## src/rtl/regfile_scoreboard.sv

```systemverilog
// regfile_scoreboard
//   Parametrised register file with two combinational read ports, one write
//   port, write-to-read bypass and a per-register pending-write scoreboard
//   so decode can detect RAW hazards and stall.
//
// Parameters
//   DATA_W  register width
//   ADDR_W  index width (depth = 2**ADDR_W)
//   PEND_W  pending counter width (max in-flight writes = 2**PEND_W-1)
//
// Ports
//   clk, rst_n                    clock, synchronous active-low reset
//   ReadRegister1/2 -> ReadData1/2 combinational reads with bypass
//   Busy1/2                       read register has an outstanding write
//   RegWrite, WriteRegister, WriteData  writeback port
//   IssueValid, IssueRegister     decode issues a write to IssueRegister
//   IssueReady                    issue accepted (counter below maximum)
//   Flush                         clear all pending counters
//
// Compile-time option
//   REGFILE_ZERO_REG_EN  register 0 hardwired to zero, never busy,
//                        issues to it accepted but not counted.

module regfile_scoreboard #(
    parameter int DATA_W = 32,
    parameter int ADDR_W = 5,
    parameter int PEND_W = 2
) (
    input  logic              clk,
    input  logic              rst_n,
    input  logic [ADDR_W-1:0] ReadRegister1,
    input  logic [ADDR_W-1:0] ReadRegister2,
    output logic [DATA_W-1:0] ReadData1,
    output logic [DATA_W-1:0] ReadData2,
    output logic              Busy1,
    output logic              Busy2,
    input  logic              RegWrite,
    input  logic [ADDR_W-1:0] WriteRegister,
    input  logic [DATA_W-1:0] WriteData,
    input  logic              IssueValid,
    input  logic [ADDR_W-1:0] IssueRegister,
    output logic              IssueReady,
    input  logic              Flush
);

`ifdef REGFILE_ZERO_REG_EN
    localparam bit ZERO_REG = 1'b1;
`else
    localparam bit ZERO_REG = 1'b0;
`endif

    localparam int unsigned       DEPTH    = 2 ** ADDR_W;
    localparam logic [PEND_W-1:0] PEND_MAX = '1;
    localparam logic [PEND_W-1:0] PEND_ONE = PEND_W'(1);

    logic [DATA_W-1:0] mem_q  [DEPTH];
    logic [DATA_W-1:0] mem_d  [DEPTH];
    logic [PEND_W-1:0] pend_q [DEPTH];
    logic [PEND_W-1:0] pend_d [DEPTH];

    logic wr_en;
    logic issue_inc;

    function automatic logic is_zero_reg(input logic [ADDR_W-1:0] idx);
        return ZERO_REG && (idx == '0);
    endfunction

    // Bypass is suppressed in reset; reads in reset show stored contents.
    function automatic logic [DATA_W-1:0] read_port(input logic [ADDR_W-1:0] ra);
        if (is_zero_reg(ra))
            return '0;
        else if (rst_n && RegWrite && (WriteRegister == ra))
            return WriteData;
        else
            return mem_q[ra];
    endfunction

    // A register whose last outstanding write is being written back this
    // cycle is not busy: the bypass already supplies the final value.
    function automatic logic busy_port(input logic [ADDR_W-1:0] ra);
        logic last_wb;
        last_wb = (pend_q[ra] == PEND_ONE) && RegWrite && (WriteRegister == ra);
        return rst_n && !is_zero_reg(ra) && (pend_q[ra] != '0) && !last_wb;
    endfunction

    always_comb begin
        ReadData1 = read_port(ReadRegister1);
        ReadData2 = read_port(ReadRegister2);
        Busy1     = busy_port(ReadRegister1);
        Busy2     = busy_port(ReadRegister2);
    end

    always_comb begin
        IssueReady = 1'b0;
        if (rst_n) begin
            if (is_zero_reg(IssueRegister))
                IssueReady = 1'b1;
            else
                IssueReady = (pend_q[IssueRegister] != PEND_MAX);
        end
    end

    assign wr_en     = rst_n && RegWrite && !is_zero_reg(WriteRegister);
    assign issue_inc = rst_n && IssueValid && IssueReady && !Flush &&
                       !is_zero_reg(IssueRegister);

    always_comb begin
        mem_d = mem_q;
        if (wr_en)
            mem_d[WriteRegister] = WriteData;
    end

    always_comb begin
        logic inc;
        logic dec;
        for (int unsigned i = 0; i < DEPTH; i++) begin
            inc = issue_inc && (IssueRegister == ADDR_W'(i));
            dec = RegWrite && (WriteRegister == ADDR_W'(i)) && (pend_q[i] != '0);
            pend_d[i] = pend_q[i];
            if (Flush)
                pend_d[i] = '0;
            else if (inc && !dec)
                pend_d[i] = pend_q[i] + PEND_ONE;
            else if (dec && !inc)
                pend_d[i] = pend_q[i] - PEND_ONE;
        end
    end

    always_ff @(posedge clk) begin
        for (int unsigned i = 0; i < DEPTH; i++) begin
            if (!rst_n) begin
                mem_q[i]  <= '0;
                pend_q[i] <= '0;
            end else begin
                mem_q[i]  <= mem_d[i];
                pend_q[i] <= pend_d[i];
            end
        end
    end

endmodule
```

## config.mk

```make
export PLATFORM = sky130hd
export DESIGN_NAME = regfile_scoreboard
export DESIGN_NICKNAME = d
export VERILOG_FILES = /design/src/rtl/regfile_scoreboard.sv
export SDC_FILE = /design/constraint.sdc
export NUM_CORES = 2
export LEC_CHECK = 0
export CAP_MARGIN = 5
export CORE_MARGIN = 5
export CORE_UTILIZATION = 50
export DETAILED_ROUTE_END_ITERATION = 16
export HOLD_SLACK_MARGIN = 0.12
export PLACE_DENSITY_LB_ADDON = 0.08
export RECOVER_POWER = 50
export SYNTH_ARGS = -nofsm -noshare
export SYNTH_HDL_FRONTEND = slang
export SYNTH_SLANG_ARGS = --single-unit
```

## constraint.sdc

```tcl
create_clock -name clk -period 4.7 [get_ports clk]
set_input_delay 0.94 -clock clk [delete_from_list [all_inputs] [get_ports clk]]
set_output_delay 0.94 -clock clk [all_outputs]
set_load 0.01 [all_outputs]
```

# Word level (Yosys, flattened, before mapping)
# Memory sizes are Yosys's and may differ from the RTL's.
# Index checks and enable logic that the tools add are counted.
# word_totals
input_bits	57
ff_bits	1024
out_inout_bits	67
mem_count	1
mem_bits_rw	64
elab_cells	623
# mem_list
name	depth	word_bits	rd	rd_clocked_by_memory_dff	write_ports	line_no	rtl
pend_q	32	2	35	0	32	58	logic [PEND_W-1:0] pend_q [DEPTH];
# classes
addsub	64
n_reduce_logical	278
eq_ne	67
n_lt_le_gt_ge	4
bitwise_logic	35
n_mux	142
# ops
operator	n
$bwmux W1024	1
$bmux W32 S5	2
$mux W2	128
$mux W32	7
$logic_and A1 B1 Y1	175
$demux W32 S5	1
$eq A5 B5 Y1 const B	32
$eq A5 B4 Y1 const B	16
$reduce_bool A2 Y1	34
$logic_not A1 Y1	67
$add A2 B1 Y2 const B	32
$sub A2 B1 Y2 const B	32
$eq A5 B3 Y1 const B	8
$or A1 B1 Y1	32
$eq A5 B2 Y1 const B	4
$ge A6 B6 Y1 const B	3
$not A5 Y6	3
$eq A5 B1 Y1 const B	2
$eq A5 B5 Y1	2
$logic_not A5 Y1	2
$lt A6 B1 Y1 const B	1
$eq A2 B1 Y1 const B	2
$mux W1	3
$ne A2 B2 Y1 const B	1

# Logic depth before layout (Yosys ltp)
# An unclocked memory read counts as a cell.
# depth
depth_word	12
depth_mapped	13
ltp_nobuf	9

# Least setup slack after synthesis
# Ideal clock, no wire load.
# synth_timing
path_type	in2out
start	input ReadRegister1[0]
end	output Busy1
arrival_time_ns	2.667
slack_ns	1.093
path_stages	7
n_path_buf	3
required_ns	3.760
path_cell_list	buf_2 buf_2 buf_2 mux4_2 a211oi_1 a32oi_1 a32o_1
# synth_between
elab_chain_cells	6
elab_cells_between_ends	9
cone_classes	eq/ne (2); reduce/logical (6); memory (1)
# synth_rtl
item	line_no	rtl
from (decl)	31	input logic [ADDR_W-1:0] ReadRegister1,
$mem_v2 Z32 W2	n/a	
$eq A2 B1 Y1	82	last_wb = (pend_q[ra] == PEND_ONE) && RegWrite && (WriteRegister == ra);
$logic_and A1 B1 Y1 (2 in series)	82	
$logic_not A1 Y1	83	return rst_n && !is_zero_reg(ra) && (pend_q[ra] != '0) && !last_wb;
$logic_and A1 B1 Y1 (*)	83	
to (decl)	35	output logic Busy1,
# Mark *: on every way between the ends. The rest lies on a longest branch, timed or not.

# Worst setup path in the final report
# layout_timing
start	input ReadRegister1[3]
end	output ReadData1[25]
# layout_between
elab_chain_cells	5
elab_cells_between_ends	7
cone_classes	eq/ne (1); mux (4); bitwise (1); reduce/logical (1)
# layout_rtl
item	line_no	rtl
$not A5 Y6 (not written as such)	75	return mem_q[ra];
$bmux W32 S5	75	
$mux W32 (not written as such) (2 in series)	75	
$mux W32 (*)	72	else if (rst_n && RegWrite && (WriteRegister == ra))
to (decl)	33	output logic [DATA_W-1:0] ReadData1,
# Mark *: on every way between the ends. The rest lies on a longest branch, timed or not. The select of a mux whose other input is x is not followed.

==> flow_metrics.env <==
export IMPL_cts_buffers_inserted=120
export IMPL_startpoint_type="input pin"
export IMPL_worst_setup_path_type="in2out"
export IMPL_place_gp_congestion=0.964
export IMPL_clock_fmax_mhz=214
export IMPL_antenna_found_initial=9
export IMPL_postSynthCellCount=6247
export IMPL_postRouteAntennaNets=0
export IMPL_crit_required_ps=3760
export IMPL_hold_violations=0
export IMPL_dieArea_mm2=0.118
export IMPL_route_detailed_drc=0
export IMPL_tns_ps=0
export IMPL_mostFrequentLayoutCells="nand2_1, dfxtp_1, a21oi_1, mux4_2, o22ai_1"
export IMPL_cts_sinks=1088
export IMPL_clkPwrFrac=0.462
export IMPL_drv_slew=627
export IMPL_drt_total_wl_um=233000
export IMPL_rsz0062_at_grt="no"
export IMPL_finalInstanceArea_mm2=0.0644
export IMPL_p_int_mw=16.0
export IMPL_htree_levels=3
export IMPL_p_comb_frac=0.103
export IMPL_tightest_slew_ps=2980
export IMPL_yosys_warnings=0
export IMPL_setup_violations_final=0
export IMPL_clockRootBuffer="clkbuf_16"
export IMPL_num_rows=122
export IMPL_grt_pass1_vias=47800
export IMPL_powerDensity_mw_per_mm2=333
export IMPL_vdd_drop_max_uv=306
export IMPL_crit_arrival_ps=3720
export IMPL_critPathMaxFanout=21
export IMPL_clk_latency_ps=730
export IMPL_status="finished, violations left"
export IMPL_routed_via_density=6.56
export IMPL_p_leak_nw=21.1
export IMPL_syn_to_final_growth_pct=15.6
export IMPL_synth_cell_type_count=53
export IMPL_io_buffer_count=123
export IMPL_start_util=0.504
export IMPL_async_flop_share=0
export IMPL_first_pass_iters=6
export IMPL_fillers=9626
export IMPL_syn_area_mm2=0.0557
export IMPL_num_io_pins=124
export IMPL_die_w_um=344
export IMPL_synth_seq_cells=1088
export IMPL_track_usage=0.385
export IMPL_post_route_util=0.582
export IMPL_synth_nets=6336
export IMPL_core_area_mm2=0.111
export IMPL_min_path_type="reg2reg"
export IMPL_postCtsHoldBufs=0
export IMPL_synth_edf_count=0
export IMPL_grt_remaining_overflow=0
export IMPL_synth_avg_cell_area_um2=8.92
export IMPL_tritoncts="built"
export IMPL_finalNetCount=6262
export IMPL_layout_drive_gt1_share=0.202
export IMPL_final_common_cell="nand2_1"
export IMPL_cap_violations=19
export IMPL_relSlewSlack=-0.984
export IMPL_drt_iter0_drc=7344
export IMPL_report_power_total_mw=21.5
export IMPL_endpoint_kind="output port"
export IMPL_grt_max_degree=230
export IMPL_fin_crit_ps=4660
export IMPL_dpl_cell_area_mm2=0.0602
export IMPL_wl_per_cell_um=30.0
export IMPL_synth_main_ff_cell="dfxtp_1"
export IMPL_p_switching_mw=5.51
export IMPL_share_seq_of_total_power=0.435
export IMPL_ys_seq_area_frac=0.391
export IMPL_dp_hpwl_um=141000
export IMPL_die_y_um=344
export IMPL_failed_checks="max-capacitance violations, max-slew violations"
export IMPL_switching_share=0.256
export IMPL_fin_crit_sh=0.992
export IMPL_cts_buffer_depth=3
export IMPL_num_vias=50900
export IMPL_skew_ps=9.84
export IMPL_grt_pass1_wl_um=335000
export IMPL_path_clk_slew_ps=60
-- metrics by stage --
| stage | std cells | setup slack, ps | hold WS, ps |
|---|---|---|---|
| floorplan | 6247 | 1090 | 443 |
| global placement | 7538 | -633 | 447 |
| detailed placement | 7539 | -665 | 454 |
| CTS | 7761 | 1.53 | 462 |
| global route | 7761 | 4.94 | 478 |
| finish | 7766 | 36.6 | 463 |
-- power by group through the flow --
stage | clock [mW] | combinational (mW) | sequential [mW]
2_1_floorplan | 0 | 1.16 | 9.52
3_3_place_gp | 0 | 2.13 | 9.53
3_5_place_dp | 0 | 2.14 | 9.53
4_1_cts | 9.97 | 2.16 | 9.33
5_1_grt | 10.4 | 2.29 | 9.34
6_report | 9.92 | 2.22 | 9.33
-- repair_timing --
| action | 4_1_cts | 5_1_grt |
|---|---|---|
| setup endpoints to repair | 30 | 21 |
| buffers inserted | 0 | 0 |
| hold endpoints to repair | 0 | 0 |
| resized for setup | 24 | 16 |
| pin swaps | 2 | 6 |
-- path summary, 6_finish.rpt --
check | slack (ps) | endpoint | start | cells past startpoint
max | 40 | ReadData1[25] | ReadRegister1[3] | 9
min | 460 | mem_q[283] | mem_q[283] | 2
max reg2reg | 1830 | pend_q[26][1] | pend_q[25][1] | 9
min reg2reg | 460 | mem_q[283] | mem_q[283] | 2
-- synth_stat cells, types with 16 or more instances --
master    instances  share of area
a21oi_1        1056          0.095
buf_1            16         0.0011
buf_2           104         0.0093
clkbuf_1        515          0.035
dfxtp_1        1088           0.39
ha_1             32         0.0072
mux2_2           68          0.014
mux4_2          554           0.22
nand2_1        2105           0.14
nor2_1           90         0.0061
nor2_2           16         0.0018
nor4_1           64         0.0072
o21ai_0          68         0.0061
o22ai_1         256          0.029
or3_1            35         0.0039
xor2_1           64          0.010
-- logic make-up after synthesis --
kind of cell	Yosys count	synth area share
DFF	1088	0.391
and+or+nand+nor	2365	0.168
muxes	636	0.242
AOI/OAI and AO/OA	1402	0.133
buffers and inverters	650	0.0477
xor gates and xnor gates	74	0.0116
adders and majority gates	32	0.00718
-- final cells by class --
class                   instances  area (µm²)  area share
repair buffers                453        4770      0.0740
clock buffers                 181        3610      0.0560
diodes                          5        12.5    0.000194
well taps                    1488        1860      0.0289
inverters                       1        11.3    0.000175
clock inverters                41         518     0.00804
multi-input cells            4509       31800       0.495
flip-flops and latches       1088       21800       0.338
-- flip-flops by register name (all words and copies together) (netlist names) --
signal / cells
mem_q: 1024
pend_q: 64
-- critical path, stage by stage --
cell and delay [ps]:
clkdlybuf4s50_1 510, buf_12 170, nand3b_1 240, buf_12 310
o22ai_1 140, nor4_2 460, buf_4 240, mux2_2 150
clkdlybuf4s50_1 530
-- per-layer routing --
metal	up-vias	track usage	share of wire
met1	24800	0.491	0.36
met3	882	0.112	0.13
met2	3375	0.587	0.44
li1	21900	-	-
met4	8	0.224	0.069
met5	-	0	0.00051
(Power assumes the default switching activity.)
